File: config.mk
export PLATFORM = sky130hd
export DESIGN_NAME = axistream_forwarder_keep
export DESIGN_NICKNAME = d
export VERILOG_FILES = /design/src/rtl/axistream_forwarder_keep.sv
export SDC_FILE = /design/constraint.sdc
export NUM_CORES = 1
export LEC_CHECK = 0
export CORE_MARGIN = 5
export CORE_UTILIZATION = 45
export CTS_CLUSTER_SIZE = 10
export DETAILED_ROUTE_END_ITERATION = 8
export GPL_TIMING_DRIVEN = 0
export PLACE_DENSITY = 0.8
export SLEW_MARGIN = 10
export SYNTH_ARGS = -nofsm -noshare
export SYNTH_HDL_FRONTEND = slang
export SYNTH_SLANG_ARGS = --single-unit
export TNS_END_PERCENT = 100
File: constraint.sdc
create_clock -name clk -period 4.6 [get_ports clk]
set_clock_uncertainty 0.2 [all_clocks]
set_input_delay 0.92 -clock clk [delete_from_list [all_inputs] [get_ports clk]]
set_output_delay 0.92 -clock clk [all_outputs]
set_load 0.01 [all_outputs]
File: src/rtl/axistream_forwarder_keep.sv
// axistream_forwarder_keep: streams one packet from packetmem onto AXI-Stream with byte-accurate TKEEP
//
// Ports:
//   clk, rst_n                 clock and synchronous active-low reset
//   TDATA/TKEEP/TVALID/TLAST   AXI-Stream master, driven from the output FIFO head
//   TREADY                     AXI-Stream sink ready
//   forwarder_rd_addr/_rd_en   packetmem read request (word address, strobe)
//   forwarder_rd_data          packetmem read data, valid one cycle after rd_en
//   forwarder_done             one-cycle pulse handing the buffer back after the last beat
//   ready_for_forwarder        packetmem holds a packet for this block
//   len_to_forwarder           packet length in bytes
//   stat_pkts/stat_beats       packet and beat counters, present only with FWD_STATS_EN
//
// Optional feature macro: FWD_STATS_EN
module axistream_forwarder_keep #(
    parameter int DATA_WIDTH = 64,
    parameter int ADDR_WIDTH = 9,
    parameter int FIFO_DEPTH = 2,
    localparam int BYTES = DATA_WIDTH / 8,
    localparam int BSEL = $clog2(BYTES),
    localparam int PLEN_WIDTH = ADDR_WIDTH + BSEL + 1
) (
    input  logic                  clk,
    input  logic                  rst_n,
    output logic [DATA_WIDTH-1:0] TDATA,
    output logic [BYTES-1:0]      TKEEP,
    output logic                  TVALID,
    output logic                  TLAST,
    input  logic                  TREADY,
    output logic [ADDR_WIDTH-1:0] forwarder_rd_addr,
    input  logic [DATA_WIDTH-1:0] forwarder_rd_data,
    output logic                  forwarder_rd_en,
    output logic                  forwarder_done,
    input  logic                  ready_for_forwarder,
    input  logic [PLEN_WIDTH-1:0] len_to_forwarder
`ifdef FWD_STATS_EN
    ,
    output logic [31:0]           stat_pkts,
    output logic [31:0]           stat_beats
`endif
);
    localparam int PW = $clog2(FIFO_DEPTH);
    localparam int CW = PW + 1;

    typedef enum logic [1:0] {IDLE, READ, DRAIN, DONE} state_t;

    state_t                  state;
    logic [ADDR_WIDTH-1:0]   last_addr;
    logic [BYTES-1:0]        last_keep;
    logic                    inflight;
    logic                    tag_last;
    logic [BYTES-1:0]        tag_keep;
    logic [DATA_WIDTH-1:0]   f_data [FIFO_DEPTH];
    logic [BYTES-1:0]        f_keep [FIFO_DEPTH];
    logic                    f_last [FIFO_DEPTH];
    logic [PW-1:0]           wr_ptr;
    logic [PW-1:0]           rd_ptr;
    logic [CW-1:0]           count;
    logic                    pop;
    logic                    is_last_rd;
    logic [CW:0]             credit;
    logic [BSEL-1:0]         rem;
    logic [ADDR_WIDTH:0]     nflits;
    logic [BYTES-1:0]        len_keep;

    assign rem      = len_to_forwarder[BSEL-1:0];
    assign nflits   = len_to_forwarder[PLEN_WIDTH-1:BSEL] + (ADDR_WIDTH+1)'(rem != '0);
    assign len_keep = rem == '0 ? '1 : ~({BYTES{1'b1}} << rem);

    assign TVALID = count != '0;
    assign TDATA  = f_data[rd_ptr];
    assign TKEEP  = f_keep[rd_ptr];
    assign TLAST  = f_last[rd_ptr];
    assign pop    = TVALID && TREADY;

    // Entries already held plus the read still in flight, minus the beat leaving now,
    // must leave room for one more word so the FIFO can never overflow.
    assign credit          = {1'b0, count} + (CW+1)'(inflight) - (CW+1)'(pop);
    assign is_last_rd      = forwarder_rd_addr == last_addr;
    assign forwarder_rd_en = state == READ && ready_for_forwarder && credit < (CW+1)'(FIFO_DEPTH);
    assign forwarder_done  = state == DONE;

    always_ff @(posedge clk) begin
        if (!rst_n) begin
            state             <= IDLE;
            forwarder_rd_addr <= '0;
            last_addr         <= '0;
            last_keep         <= '0;
            inflight          <= 1'b0;
            tag_last          <= 1'b0;
            tag_keep          <= '0;
            wr_ptr            <= '0;
            rd_ptr            <= '0;
            count             <= '0;
            for (int i = 0; i < FIFO_DEPTH; i++) begin
                f_data[i] <= '0;
                f_keep[i] <= '0;
                f_last[i] <= 1'b0;
            end
        end else begin
            // The read tag travels one cycle behind the strobe, aligned with the returning data.
            inflight <= forwarder_rd_en;
            if (forwarder_rd_en) begin
                tag_last <= is_last_rd;
                tag_keep <= is_last_rd ? last_keep : '1;
            end
            if (inflight) begin
                f_data[wr_ptr] <= forwarder_rd_data;
                f_keep[wr_ptr] <= tag_keep;
                f_last[wr_ptr] <= tag_last;
                wr_ptr         <= wr_ptr + PW'(1);
            end
            if (pop)
                rd_ptr <= rd_ptr + PW'(1);
            count <= count + CW'(inflight) - CW'(pop);
            case (state)
                IDLE: if (ready_for_forwarder) begin
                    forwarder_rd_addr <= '0;
                    last_addr         <= ADDR_WIDTH'(nflits - (ADDR_WIDTH+1)'(1));
                    last_keep         <= len_keep;
                    state             <= len_to_forwarder == '0 ? DONE : READ;
                end
                READ: if (forwarder_rd_en) begin
                    forwarder_rd_addr <= is_last_rd ? '0 : forwarder_rd_addr + ADDR_WIDTH'(1);
                    state             <= is_last_rd ? DRAIN : READ;
                end
                DRAIN: state <= pop && TLAST ? DONE : DRAIN;
                DONE:  state <= IDLE;
                default: state <= IDLE;
            endcase
        end
    end

`ifdef FWD_STATS_EN
    always_ff @(posedge clk) begin
        if (!rst_n) begin
            stat_pkts  <= '0;
            stat_beats <= '0;
        end else begin
            stat_pkts  <= stat_pkts + 32'(forwarder_done);
            stat_beats <= stat_beats + 32'(pop);
        end
    end
`endif
endmodule
==> results.md <==
Timing:
- The final worst setup slack is 406.5 ps.
- For the final routed database, the setup TNS stands at 0 ps.
- The worst-case headroom to the max-slew limit is 0.4397.
- The actual transition at the worst max-transition pin is 837.4 ps.
- Based on the critical path, the design can be clocked at up to 0.2385 GHz.
- The number of hold-slack violations in the final timing report is 0.
- Setup repair after global routing left no endpoint under its margin.
- The final max-slew violation count is 0.
- Setup violations remaining at the end of the flow were counted as 0.
- The final period demand of the worst path is about 4200 ps.
- The final worst-path cycle share is 0.9116.

Setup path:
- The element type at the critical path start is an input port.
- The class of the most critical setup path is in2out.
- The worst setup path startpoint is TREADY.
- The element type at the critical path end is an output pin.
- Counting both buffers and inverters, the worst setup path holds a total of 4.
- Across all register-to-register paths, the minimum setup slack is 1390 ps.
- The launch point of the worst reg-to-reg path is count[1]$_SDFF_PN0_.
- The kind of cell with the highest combined delay along the critical path is adder cells.
- Walking the worst path, the cells encountered are clkdlybuf4s50_1 -> and2_1 -> ha_1 -> inv_1 -> ha_1 -> fa_1 -> xnor2_2 -> nor2_4 -> nand3_4 -> inv_1 -> dlymetal6s2s_1.
- In this run the worst path has a maximum fanout of 3.
- Data arrives at the worst endpoint at 3070 ps.
- STA puts the critical path data required time at between 3000 and 4000 ps.
- The delay of the slowest critical-path stage is 400 ps.
- In this run the critical register-to-register path is captured at forwarder_rd_addr[3]$_SDFFE_PN0P_.
- For this design, the slowest cell found on the critical path is fa_1.
- Measured in cells, the most critical reg-to-reg path has a length of 12.

Global routing:
- The first-pass GRT wire length is slightly below 30 mm.
- The via count of the first global-routing pass is between 5,000 and 6,000.
- Entering global routing, the biggest net connects 51 pins.
- The total track usage is 0.1735.
- After global routing the overflow that remains totals 0.
- The number of antenna violations at the first check in global routing came to 0.

Power and ir drop:
- For this design the ratio of total power to cell area is 460.7 nW/um^2.
- For this design the static power due to leakage is 0.004116 uW.
- The peak ir drop on the vdd network is 0.3780 mV.

Clocking:
- The clock root buffer is clkbuf_16.
- The clock latency at the later pin of the worst-skew pair is 430 ps.
- In this run, CTS created clock tree buffers numbering 17.
- The number of H-tree levels is 4.
- The clock tree from TritonCTS is built.
- The maximum root-to-sink buffer count is 2.
- The clock sink total is 189.
- The clock transition time at the flip-flop clock pins of the worst setup and hold paths is around 60 ps.

Yosys:
- In the post-synthesis netlist, the biggest area contributors are edfxtp_1 52%, and2_1 11%, dfxtp_1 11%.
- The count of unique library cells instantiated by Yosys is 46.
- Sorting the synthesized cells by how often they occur yields 149 x and2_1, 144 x edfxtp_1, 73 x mux2_2.
- For this run, the register share of the synthesized area comes to 0.6307.
- The mean area per synthesized cell is 13.11 sq um.
- The XOR/XNOR share of the synthesized area is 0.02009.
- The biggest area contributor in the post-synthesis netlist is edfxtp_1.
- The share of flip-flops with an asynchronous set or reset after synthesis is 0.
- Counting every instance in the synthesized netlist gives ~630.
- By area, the combinational part of the netlist is dominated by simple AND/OR/NAND/NOR gates.
- Of the total synthesized cell area, the portion taken by AND, OR, NAND and NOR gates is 0.1683.
- The post-synthesis cell area is 8284 sq um.
- The adder-cell share of the synthesized area is 0.01299.
- The area share of the largest cell type after synthesis is 0.5220.
- In the synthesized netlist the dominant register cell turns out to be edfxtp_1.
- After synthesis, the share of cell area in mux cells is 0.1016.
- The net count after synthesis is 721.
- The most common cell in the synthesized netlist is and2_1.
- The compound-cell area share of the yosys netlist is 0.04274.
- Yosys mapped a number of flops with a built-in enable equal to 144.
- Yosys printed 0 warnings.
- The number of register bits inferred by synthesis is 189.

Finish:
- The antenna diode count is 0.
- The multi-input logic area is 2904 sq um.
- In the final layout, the share of cells above drive strength 1 is 0.1478.
- The filler cells instantiated in the layout total 1,427.
- Once layout is complete, the utilization of the core stands at 0.6084.
- From synthesis to final layout, the design area changed by 32.37%.
- The sequential standard cell area is 5225 sq um.
- The filler-free cell count of the finished design is 1,061.
- After the last flow step, the layout net total stands at 908.
- Once layout is done, the placed cells without fillers occupy 10,970 sq um.

Route:
- The total DRC errors in the routed layout is 0.
- The count of TritonRoute iterations in the first routing pass is 4.
- The count of vias placed by the detailed router is 5,458.
- The detailed-route wire length per cell is 17.12 microns.
- After detailed routing, the number of vias per cell comes to 5.144.
- The initial DRC count is around 310.
- The final layout contains routed wiring with a total length of ~18 mm.
- The number of nets with antenna violations after detailed routing is 0.

Placement:
- The count of buffers inserted at the top-level ports is 165.
- The sum of net half-perimeters after detailed placement is 12.91 mm.
- The routability congestion estimate from global placement is 0.8245.
- The placed cell area is 10,290 sq um.
- After detailed placement, the design holds a cell count of 1,028.
- The pre-CTS setup slack is -542.9 ps.

Run status:
- The flow ran to the end, and the final reports show no timing, DRC or antenna violations.

Hold path:
- In this run the most critical hold path is launched from f_last[1]$_DFF_P_.
- The hold-critical path endpoint is f_last[1]$_DFF_P_.
- The tightest min-delay check is of the reg2reg type.
- Counting instances, the worst hold path has a depth of 2.

Die:
- The floorplan has 49 rows.
- The initial utilization of the core area, before any placement, comes to 0.4596.
- The top-level I/O count is 166.
- The die covers 21,220 sq um.
- The placeable core region is 18,020 sq um.
- Measured along the x axis, the die boundary spans 145.7 microns.
- The y dimension of the die is 145.7 microns.

Flow run:
- The tool flagged a number of max-cap violations equal to 0.
## per-layer routing
metal,global-route usage,up-vias,part of all wire
li1,-,2629,-
met1,0.2170,2622,0.42
met2,0.2994,184,0.49
met3,0.03955,23,0.067
met4,0.05410,0,0.018
met5,0,-,0
## worst register-to-register path, delay by kind of cell, from the launching register on
family,cells,cell delay (ps)
adder cells (fa/ha/maj),3,970
flip-flops,1,340
AO/OA/AOI/OAI,3,510
AND/OR/NAND/NOR,4,960
buffers and inverters,2,140
## kinds of logic (layout without fill, tap and decap cells)
kind of cell | after synthesis | in the layout
and+or+nand+nor | 238 | 238
muxes | 75 | 75
adders and majority gates | 8 | 8
AOI/OAI and AO/OA | 53 | 53
buffers and inverters | 50 | 250
xor gates and xnor gates | 19 | 19
DFF | 189 | 189
## layout make-up
type	instances	area share
inverter	13	0.004450
multi-input combinational	393	0.2648
tap	229	0.02613
buffer	36	0.01301
sequential	189	0.4765
clock buffer	18	0.03914
timing repair buffer	169	0.1572
clock inverter	14	0.01871
## where the power goes
part	internal, uW	switching, uW	total [uW]
combinational	751	671	1420
sequential	2000	61.8	2060
clock	922	647	1570
## flip-flops by register name, indices dropped and copies added, names as in the netlist, named ones only
register and count:
last_keep 8, count 2, rd_ptr 1, wr_ptr 1, tag_last 1, f_data 128, f_keep 16, state 2
inflight 1, last_addr 9, tag_keep 8, f_last 2, forwarder_rd_addr 9
## placed cells by master, fill, tap and decap left out, drive strengths merged, types with 2 or more instances in the layout
cell,n
clkbuf,51
xnor2,5
mux2i,2
dfxtp,45
nand4,3
a31oi,12
clkinv,4
o2bb2ai,3
and3,6
o22ai,2
mux2,73
and2,149
o31ai,2
a21oi,6
ha,7
xor2,14
a211oi,11
nor2,25
nand2,12
buf,7
nor4,4
or3,2
o21ai,12
nand3b,4
nand3,3
edfxtp,144
clkdlybuf4s50,164
nor3,20
nand2b,4
inv,18
bufinv,4
## worst max-delay path by stage
stage	to	slack (ps)	cells after the start
5_1_grt	forwarder_rd_en	310	11
6_report	forwarder_rd_en	410	11
2_1_floorplan	forwarder_rd_en	680	10
4_1_cts	forwarder_rd_en	20	11
3_5_place_dp	forwarder_rd_en	-540	12
3_3_place_gp	f_data[1][41]$_SDFFCE_PN0P_	-1210	4
## metrics by stage
step | power (uW) | hold slack (ps)
after floorplan | 2831 | 232.5
after global placement | 3452 | 250.7
after detailed placement | 3471 | 251.5
after CTS | 5083 | 271.7
after global routing | 5274 | 307.6
final | 5052 | 277.0
## repair_timing
action,CTS,global route
gates resized for setup,3,2
buffers inserted,2,0
hold buffers,0,0
endpoints found under the setup margin,1,1
pin swaps,1,0
No activity file was read; power rests on OpenSTA's default activity.
